===== config.mk =====
export PLATFORM = sky130hd
export DESIGN_NAME = mbu_bank_regs_flat
export DESIGN_NICKNAME = d
export VERILOG_FILES = /design/src/rtl/mbu_pkg.sv /design/src/rtl/mbu_bank_regs_if.sv /design/src/rtl/mbu_decode.sv /design/src/rtl/mbu_bank_regs.sv /design/src/flat_wrapper.sv
export SDC_FILE = /design/constraint.sdc
export NUM_CORES = 1
export LEC_CHECK = 0
export ABC_CLOCK_PERIOD_IN_PS = 1950
export CAP_MARGIN = 20
export CORE_MARGIN = 2
export CORE_UTILIZATION = 54
export CTS_CLUSTER_DIAMETER = 100
export CTS_CLUSTER_SIZE = 8
export DETAILED_ROUTE_END_ITERATION = 10
export PLACE_DENSITY_LB_ADDON = 0.05
export SLEW_MARGIN = 10
export SYNTH_ARGS = -nofsm -noshare
export SYNTH_HDL_FRONTEND = slang
export SYNTH_SLANG_ARGS = --single-unit

===== constraint.sdc =====
create_clock -name clk3 -period 1.95 [get_ports clk3]
set_input_delay 0.39 -clock clk3 [delete_from_list [all_inputs] [get_ports clk3]]
set_output_delay 0.39 -clock clk3 [all_outputs]
set_load 0.005 [all_outputs]

===== src/rtl/mbu_pkg.sv =====
// mbu_pkg: shared constants and types for the Memory Bank Unit.
//   NREGS      - number of bank registers (MB0..MB7)
//   ROMBIT     - AEXT bit driven by the front-panel ROM switch while disabled
//   RADDR_*    - control-unit read addresses of MB0 and the flags register
//   WADDR_*    - control-unit write addresses of MB0 and the flags register
//   IO_MBR_BASE- base of the bank-register window in system I/O space
package mbu_pkg;

  localparam int unsigned NREGS  = 8;
  localparam int unsigned ROMBIT = 7;

  localparam logic [4:0] RADDR_MBP       = 5'b01100;
  localparam logic [4:0] RADDR_MBP_FLAGS = 5'b01101;
  localparam logic [4:0] WADDR_MBP       = 5'b01100;
  localparam logic [4:0] WADDR_MBP_FLAGS = 5'b01101;

  localparam logic [7:0] IO_MBR_BASE = 8'h08;

  typedef logic [2:0] bank_idx_t;

  // True when the active-low decoder output selected by 'line' is asserted.
  // The whole output vector is consumed so unused lines are not left dangling.
  function automatic logic line_hit(input logic [7:0] y_n, input bank_idx_t line);
    return |(~y_n & (8'h01 << line));
  endfunction

endpackage


===== src/rtl/mbu_bank_regs_if.sv =====
// mbu_bank_regs_if: bus bundle between the Memory Bank Unit and its surroundings.
//   CU side : t34, raddr, waddr, idxen, ir, ibus_in -> ibus_out, ibus_oe
//   I/O side: ab, db_in, nsysdev, nr, nw           -> db_out, db_oe
//   AR side : nfpram_rom                           -> aext, nwrite_ar_mbx
//   master drives the inputs (CPU/bench), slave is the bank unit.
interface mbu_bank_regs_if;
  logic       t34;
  logic [4:0] raddr;
  logic [4:0] waddr;
  logic       idxen;
  logic [2:0] ir;
  logic [7:0] ibus_in;
  logic [7:0] ibus_out;
  logic       ibus_oe;
  logic [7:0] ab;
  logic [7:0] db_in;
  logic [7:0] db_out;
  logic       db_oe;
  logic       nsysdev;
  logic       nr;
  logic       nw;
  logic       nfpram_rom;
  logic [7:0] aext;
  logic       nwrite_ar_mbx;

  modport master (
    output t34, raddr, waddr, idxen, ir, ibus_in, ab, db_in,
           nsysdev, nr, nw, nfpram_rom,
    input  ibus_out, ibus_oe, db_out, db_oe, aext, nwrite_ar_mbx
  );

  modport slave (
    input  t34, raddr, waddr, idxen, ir, ibus_in, ab, db_in,
           nsysdev, nr, nw, nfpram_rom,
    output ibus_out, ibus_oe, db_out, db_oe, aext, nwrite_ar_mbx
  );
endinterface


===== src/rtl/mbu_decode.sv =====
// mbu_decode: 3-to-8 decoder, one active-high and two active-low enables,
// active-low outputs (74HC138 equivalent).
//   a     - select input
//   g1    - active-high enable
//   g2a_n - active-low enable
//   g2b_n - active-low enable
//   y_n   - outputs, y_n[a] low when all enables are asserted
module mbu_decode
  import mbu_pkg::*;
(
  input  bank_idx_t  a,
  input  logic       g1,
  input  logic       g2a_n,
  input  logic       g2b_n,
  output logic [7:0] y_n
);

  logic en_s;

  assign en_s = g1 & ~g2a_n & ~g2b_n;

  // Pull the addressed output low only while the decoder is enabled.
  always_comb begin
    y_n = 8'hFF;
    if (en_s) begin
      y_n[a] = 1'b0;
    end else begin
      y_n = 8'hFF;
    end
  end

endmodule


===== src/rtl/mbu_bank_regs.sv =====
// mbu_bank_regs: Memory Bank Unit. Eight bank registers MB0..MB7 plus a flags
// register, reachable from the control unit over IBUS and from system I/O
// space &08-&0F over DB. Supplies AR[23:16] through aext.
//   clk3   - system clock, all state updates on the rising edge
//   nreset - asynchronous active-low reset
//   bus    - mbu_bank_regs_if.slave bundle (CU, I/O and AR signals)
// Until the first I/O access to the bank window the unit is disabled and all
// reads and aext return the front-panel ROM/RAM boot value instead of MBx.
module mbu_bank_regs
  import mbu_pkg::*;
(
  input  logic            clk3,
  input  logic            nreset,
  mbu_bank_regs_if.slave  bus
);

  logic [7:0] ab_dec_n_s, rd_dec_n_s, wr_dec_n_s, ar_dec_n_s;
  logic       niombr_s, rd_mbp_s, rd_flags_s, wr_mbp_s, wr_flags_s;
  logic       io_rd_s, io_wr_s, nwrite_ar_s;
  bank_idx_t  io_idx_s, sel_s;
  logic [7:0] rom_val_s;
  logic [7:0] mb_r [NREGS];
  logic [7:0] flags_r;
  logic       dis_r;

  // I/O window &08-&0F: ab[3] must match the base, ab[7] and ab[6:4] zero.
  mbu_decode u_ab_dec (
    .a     (bank_idx_t'(bus.ab[6:4] ^ IO_MBR_BASE[6:4])),
    .g1    (bus.ab[3] == IO_MBR_BASE[3]),
    .g2a_n (bus.nsysdev),
    .g2b_n (bus.ab[7]),
    .y_n   (ab_dec_n_s)
  );

  // CU read decode, enabled for raddr 01xxx inside the t34 window.
  mbu_decode u_rd_dec (
    .a     (bus.raddr[2:0]),
    .g1    (bus.raddr[3]),
    .g2a_n (bus.raddr[4]),
    .g2b_n (bus.t34),
    .y_n   (rd_dec_n_s)
  );

  // CU write decode for waddr 01xxx.
  mbu_decode u_wr_dec (
    .a     (bus.waddr[2:0]),
    .g1    (bus.waddr[3]),
    .g2a_n (bus.waddr[4]),
    .g2b_n (1'b0),
    .y_n   (wr_dec_n_s)
  );

  // Write-AR-with-bank group: waddr 4..7.
  mbu_decode u_ar_dec (
    .a     (bus.waddr[4:2]),
    .g1    (1'b1),
    .g2a_n (1'b0),
    .g2b_n (1'b0),
    .y_n   (ar_dec_n_s)
  );

  assign niombr_s    = ~line_hit(ab_dec_n_s, 3'd0);
  assign rd_mbp_s    = line_hit(rd_dec_n_s, RADDR_MBP[2:0]);
  assign rd_flags_s  = line_hit(rd_dec_n_s, RADDR_MBP_FLAGS[2:0]);
  assign wr_mbp_s    = line_hit(wr_dec_n_s, WADDR_MBP[2:0]);
  assign wr_flags_s  = line_hit(wr_dec_n_s, WADDR_MBP_FLAGS[2:0]);
  assign nwrite_ar_s = ~line_hit(ar_dec_n_s, 3'd1);

  assign io_idx_s = bus.ab[2:0];
  assign io_rd_s  = ~niombr_s & ~bus.nr;
  // A read wins over a write when nr and nw are both low.
  assign io_wr_s  = ~niombr_s & ~bus.nw & bus.nr;

  // Indexed bank only for the fourth AR-write slot with IR indexing active.
  assign sel_s = (bus.idxen && (bus.waddr[1:0] == 2'b11)) ? bus.ir
                                                          : {1'b0, bus.waddr[1:0]};

  // Boot value presented while disabled: ROM switch on ROMBIT, rest zero.
  always_comb begin
    rom_val_s         = 8'h00;
    rom_val_s[ROMBIT] = bus.nfpram_rom;
  end

  // Bank register file; a CU write to MB0 takes priority over an OUT to MB0.
  always_ff @(posedge clk3 or negedge nreset) begin
    if (!nreset) begin
      for (int i = 0; i < NREGS; i++) mb_r[i] <= 8'h00;
    end else begin
      for (int i = 0; i < NREGS; i++) begin
        if ((i == 0) && wr_mbp_s) begin
          mb_r[i] <= bus.ibus_in;
        end else if (io_wr_s && (io_idx_s == bank_idx_t'(i))) begin
          mb_r[i] <= bus.db_in;
        end else begin
          mb_r[i] <= mb_r[i];
        end
      end
    end
  end

  // Flags register, CU write only.
  always_ff @(posedge clk3 or negedge nreset) begin
    if (!nreset) begin
      flags_r <= 8'h00;
    end else if (wr_flags_s) begin
      flags_r <= bus.ibus_in;
    end else begin
      flags_r <= flags_r;
    end
  end

  // Disable flag: set by reset, cleared for good by any bank-window I/O cycle.
  always_ff @(posedge clk3 or negedge nreset) begin
    if (!nreset) begin
      dis_r <= 1'b1;
    end else if (!niombr_s) begin
      dis_r <= 1'b0;
    end else begin
      dis_r <= dis_r;
    end
  end

  // IBUS read mux.
  always_comb begin
    bus.ibus_oe  = 1'b0;
    bus.ibus_out = 8'h00;
    if (rd_mbp_s) begin
      bus.ibus_oe  = 1'b1;
      bus.ibus_out = dis_r ? rom_val_s : mb_r[0];
    end else if (rd_flags_s) begin
      bus.ibus_oe  = 1'b1;
      bus.ibus_out = dis_r ? rom_val_s : flags_r;
    end else begin
      bus.ibus_oe  = 1'b0;
      bus.ibus_out = 8'h00;
    end
  end

  // DB read mux for IN cycles.
  always_comb begin
    bus.db_oe  = 1'b0;
    bus.db_out = 8'h00;
    if (io_rd_s) begin
      bus.db_oe  = 1'b1;
      bus.db_out = dis_r ? rom_val_s : mb_r[io_idx_s];
    end else begin
      bus.db_oe  = 1'b0;
      bus.db_out = 8'h00;
    end
  end

  // Address extension for AR writes.
  always_comb begin
    bus.nwrite_ar_mbx = nwrite_ar_s;
    bus.aext          = 8'h00;
    if (!nwrite_ar_s) begin
      bus.aext = dis_r ? rom_val_s : mb_r[sel_s];
    end else begin
      bus.aext = 8'h00;
    end
  end

endmodule


===== src/flat_wrapper.sv =====
// flat-port wrapper written by rule: the top's interface ports become plain ports
module mbu_bank_regs_flat import mbu_pkg::*;
  (clk3, nreset, bus_t34, bus_raddr, bus_waddr, bus_idxen, bus_ir, bus_ibus_in, bus_ab, bus_db_in, bus_nsysdev, bus_nr, bus_nw, bus_nfpram_rom, bus_ibus_out, bus_ibus_oe, bus_db_out, bus_db_oe, bus_aext, bus_nwrite_ar_mbx);
  mbu_bank_regs_if bus_i ();
  input  logic clk3;
  input  logic nreset;
  input wire logic [$bits(bus_i.t34)-1:0] bus_t34;
  input wire logic [$bits(bus_i.raddr)-1:0] bus_raddr;
  input wire logic [$bits(bus_i.waddr)-1:0] bus_waddr;
  input wire logic [$bits(bus_i.idxen)-1:0] bus_idxen;
  input wire logic [$bits(bus_i.ir)-1:0] bus_ir;
  input wire logic [$bits(bus_i.ibus_in)-1:0] bus_ibus_in;
  input wire logic [$bits(bus_i.ab)-1:0] bus_ab;
  input wire logic [$bits(bus_i.db_in)-1:0] bus_db_in;
  input wire logic [$bits(bus_i.nsysdev)-1:0] bus_nsysdev;
  input wire logic [$bits(bus_i.nr)-1:0] bus_nr;
  input wire logic [$bits(bus_i.nw)-1:0] bus_nw;
  input wire logic [$bits(bus_i.nfpram_rom)-1:0] bus_nfpram_rom;
  output wire logic [$bits(bus_i.ibus_out)-1:0] bus_ibus_out;
  output wire logic [$bits(bus_i.ibus_oe)-1:0] bus_ibus_oe;
  output wire logic [$bits(bus_i.db_out)-1:0] bus_db_out;
  output wire logic [$bits(bus_i.db_oe)-1:0] bus_db_oe;
  output wire logic [$bits(bus_i.aext)-1:0] bus_aext;
  output wire logic [$bits(bus_i.nwrite_ar_mbx)-1:0] bus_nwrite_ar_mbx;
  assign bus_i.t34 = bus_t34;
  assign bus_i.raddr = bus_raddr;
  assign bus_i.waddr = bus_waddr;
  assign bus_i.idxen = bus_idxen;
  assign bus_i.ir = bus_ir;
  assign bus_i.ibus_in = bus_ibus_in;
  assign bus_i.ab = bus_ab;
  assign bus_i.db_in = bus_db_in;
  assign bus_i.nsysdev = bus_nsysdev;
  assign bus_i.nr = bus_nr;
  assign bus_i.nw = bus_nw;
  assign bus_i.nfpram_rom = bus_nfpram_rom;
  assign bus_ibus_out = bus_i.ibus_out;
  assign bus_ibus_oe = bus_i.ibus_oe;
  assign bus_db_out = bus_i.db_out;
  assign bus_db_oe = bus_i.db_oe;
  assign bus_aext = bus_i.aext;
  assign bus_nwrite_ar_mbx = bus_i.nwrite_ar_mbx;
  mbu_bank_regs u_core (.clk3(clk3), .nreset(nreset), .bus(bus_i));
endmodule

==> flow_metrics.py <==
metrics = {
    "clock_network": {
        "root_buffer": "clkbuf_8",
        "clk_pin_slew_worst_paths_ns": 0.10,
        "clockBufferDepth": 2,
        "clock_latency_ns": 0.35,
        "cts_tree": "done",
        "numCtsBuffers": 9,
        "ctsHtreeMaxLevel": 3,
        "cts_sinks": 73,
    },
    "die": {
        "die_height_um": 94.08,
        "std_cell_rows": 32,
        "die_w_um": 94.08,
        "io_pins": 72,
        "die-area_sq_um": 8851,
        "start_util_pct": 56.12,
        "coreArea_sq_um": 7807,
    },
    "sta": {
        "setup_tns_ns": -2.814,
        "setup_viol": 19,
        "period_share_pct": 114.4,
        "setup_ws_ns": -0.2801,
        "finalHoldViolCount": 0,
        "final.setup_skew_ns": 0,
        "max_freq_mhz": 448.4,
        "max_slew_margin_pct": 66.79,
        "worst_pin_slew_ns": 0.4982,
        "finalMaxSlewViolations": 0,
        "rsz0062_at_grt": "yes",
        "finalCriticalPeriod_ns": 2.230,
        "hold_ws_ns": 0.5087,
    },
    "outcome": {
        "status": "finished with violations",
        "violations": "negative setup slack",
    },
    "worst_setup_path": {
        "slowest_delay_ns": 0.26,
        "crit_fanout": 7,
        "crit_start": "bus_idxen",
        "cpMostUsedCell": "buf_6",
        "timing.critical_path.from_type": "input port",
        "cp_slowest_cell": "a32oi_2",
        "path_cells": "buf_8 > buf_6 > nand3b_1 > buf_6 > buf_6 > a32oi_2 > a32oi_2 > a22o_1 > buf_2",
        "end_kind": "output port",
        "worstSetupPathType": "in -> out",
        "crit_arrival_ns": 1.84,
        "r2r_start": "u_core.mb_r[63]",
        "required_ns": 1.56,
    },
    "power": {
        "internal_power_mw": 2.972,
        "pwr_density_cell_nw_per_um2": 599.0,
        "irDropWorstVdd_v": 0.0006977,
        "clockPowerShare_pct": 34.3,
        "switching_power_mw": 1.250,
        "switching_share_pct": 29.61,
        "seq_power_share_pct": 40.3,
        "combPwrFrac_pct": 25.4,
        "power_leakage_nw": 3.127,
    },
    "placed_design": {
        "hpwl_mm": 9.322,
        "dpl.cell_count": 595,
        "io_buffers": 71,
        "gp_congestion": 0.9770,
    },
    "detailed_routing": {
        "top_layer": "met4",
        "wl_met2_mm": 8.524,
        "met1_length_mm": 6.602,
        "vias": 4594,
        "ant_nets": 0,
        "first_pass_iters": 7,
        "finalWirelength_mm": 18.35,
        "avgRoutedWirePerCell_um": 28.14,
        "via_per_inst": 7.046,
        "drc_errors": 0,
        "drt_iter0_markers": 523,
        "met3_length_mm": 2.175,
    },
    "layout": {
        "n_antenna_cell": 0,
        "area_growth_pct": 60.82,
        "drive_gt1_share_pct": 65.09,
        "finalNonFillerCells": 652,
        "nets": 590,
    },
    "grt": {
        "grt_pass1_wl_mm": 23.92,
        "overflow": 0,
        "grt_pass1_vias": 4443,
        "grt_use_total_pct": 36.22,
        "antenna_found_initial": 0,
        "grt_max_degree": 38,
    },
    "yosys": {
        "syn_nets": 412,
        "syn_area_sq_um": 4382,
        "postSynthAreaPerCell_sq_um": 11.94,
        "synth_cell_type_count": 47,
        "yosysSeqAreaShare_pct": 41.72,
        "synth_seq_cells": 73,
        "ys_warn_count": 0,
        "synth_cells": 367,
    },
    "flow_run": {
        "drv_cap": 0,
    },
    "min_path": {
        "hold_class": "in -> async",
    },
}
worst max-delay path: cells and delay by family:
family | cells | cell delay (ns)
AO/OA/AOI/OAI | 3 | 0.55
buffers and inverters | 5 | 0.67
AND/OR/NAND/NOR | 1 | 0.22
power by group through the flow:
stage                     Combinational, mW  Sequential (mW)  Clock [mW]
after floorplan                       0.341             1.70           0
after global placement                0.737             1.70           0
after detailed placement              0.756             1.71           0
after CTS                             0.903             1.68        1.41
after global routing                   1.12             1.71        1.50
final                                  1.07             1.70        1.45
cells by family after synthesis:
| group | count (synthesis) | share of synthesized area [%] |
|---|---|---|
| mux | 113 | 32.67 |
| compound gates | 76 | 12.42 |
| flops | 73 | 41.72 |
| simple gates | 71 | 9.566 |
| buf+inv | 34 | 3.626 |
area by class of cell:
| type | count | area (sq um) |
|---|---|---|
| repair buffers | 196 | 1852 |
| inverters | 5 | 23.77 |
| clock inverters | 5 | 86.33 |
| flip-flops and latches | 73 | 1829 |
| well taps | 102 | 127.6 |
| multi-input cells | 260 | 2977 |
| fillers | 306 | 760.7 |
| clock buffers | 11 | 151.4 |
final timing paths:
path,depth (start not counted),slack [ns],to
hold reg to reg,1,0.51,u_core.flags_r[1]
hold / removal,2,0.51,u_core.flags_r[5]
setup reg to reg,2,0.94,u_core.mb_r[63]
min in group clk3,1,0.51,u_core.flags_r[1]
setup / recovery,9,-0.28,bus_aext[6]
max in group asynchronous,3,0.74,u_core.dis_r
layer usage:
layer | global-route usage [%] | up-vias
li1 | - | 1792
met1 | 47.85 | 2250
met2 | 57.14 | 445
met3 | 6.501 | 107
met4 | 18.84 | 0
met5 | 0 | -
flip-flops by register name, indices dropped and copies added, names as in the netlist:
| register | flops |
|---|---|
| u_core.mb_r | 64 |
| u_core.dis_r | 1 |
| u_core.flags_r | 8 |
per-stage QoR:
step / power, mW / cell area [sq um] / util [%] / worst slack, ns
final: 4.221 / 7047 / 90.26 / -0.2801
after global routing: 4.319 / 7047 / 90.26 / -0.2854
after CTS: 3.992 / 6619 / 84.78 / -0.2111
after detailed placement: 2.465 / 5806 / 74.36 / -0.9662
after global placement: 2.441 / 5806 / 74.36 / -0.9902
after floorplan: 2.038 / 4382 / - / 0.002422
repair_timing:
action,4_1_cts,5_1_grt
hold endpoints to repair,7,0
buffers inserted,22,14
pin swaps,56,31
gates resized for setup,270,67
endpoints found under the setup margin,91,32
hold buffers,1,0
gates cloned,7,0
synthesized netlist by cell type, drive strengths merged:
library cell / n / area [sq um]
mux4: 16 / 360.4
a21o: 1 / 7.510
nor2: 25 / 98.84
a211oi: 1 / 7.510
nor3: 2 / 10.01
a32oi: 28 / 245.2
dfrtp: 72 / 1802
and2: 1 / 6.260
nand2b: 2 / 12.51
a22o: 7 / 61.31
a221oi: 1 / 8.760
and4b: 1 / 10.01
and4bb: 1 / 12.51
nand3b: 2 / 18.77
or3: 1 / 6.260
o221ai: 1 / 8.760
a2111oi: 2 / 18.77
nor4bb: 1 / 10.01
nand3: 17 / 95.09
dfstp: 1 / 26.28
o21ai: 29 / 145.1
a31oi: 1 / 6.260
buf: 14 / 83.83
inv: 5 / 18.77
nor4: 1 / 6.260
and3b: 1 / 8.760
mux2: 80 / 900.9
nand4: 2 / 12.51
clkbuf: 15 / 56.30
o311ai: 1 / 8.760
o2bb2ai: 1 / 8.760
o21bai: 1 / 7.510
nor3b: 1 / 7.510
and3: 1 / 6.260
nand4b: 1 / 23.77
nor2b: 3 / 18.77
mux2i: 17 / 170.2
nor4b: 2 / 32.53
nand2: 6 / 22.52
a21oi: 2 / 10.01
cell usage in the layout (no fill, tap or decap), types with 3 or more instances in the layout:
cell type        instances
a32oi_2                 23
nor2_2                   6
a32oi_1                  4
clkbuf_8                11
clkbuf_2                 3
buf_4                   84
o21ai_2                  7
buf_12                  12
buf_6                   27
clkdlybuf4s15_1          3
buf_16                   4
nand3_1                 14
nor2_4                   8
nor2_1                  11
clkdlybuf4s50_1         20
dfrtp_1                 71
mux4_2                  16
nand2_1                  5
mux2i_1                  9
a22o_1                   7
buf_2                   26
mux2_2                  80
o21ai_1                 17
mux2i_4                  6
dlygate4sd2_1           11
o21ai_0                  4
No activity file was read; power rests on OpenSTA's default activity.
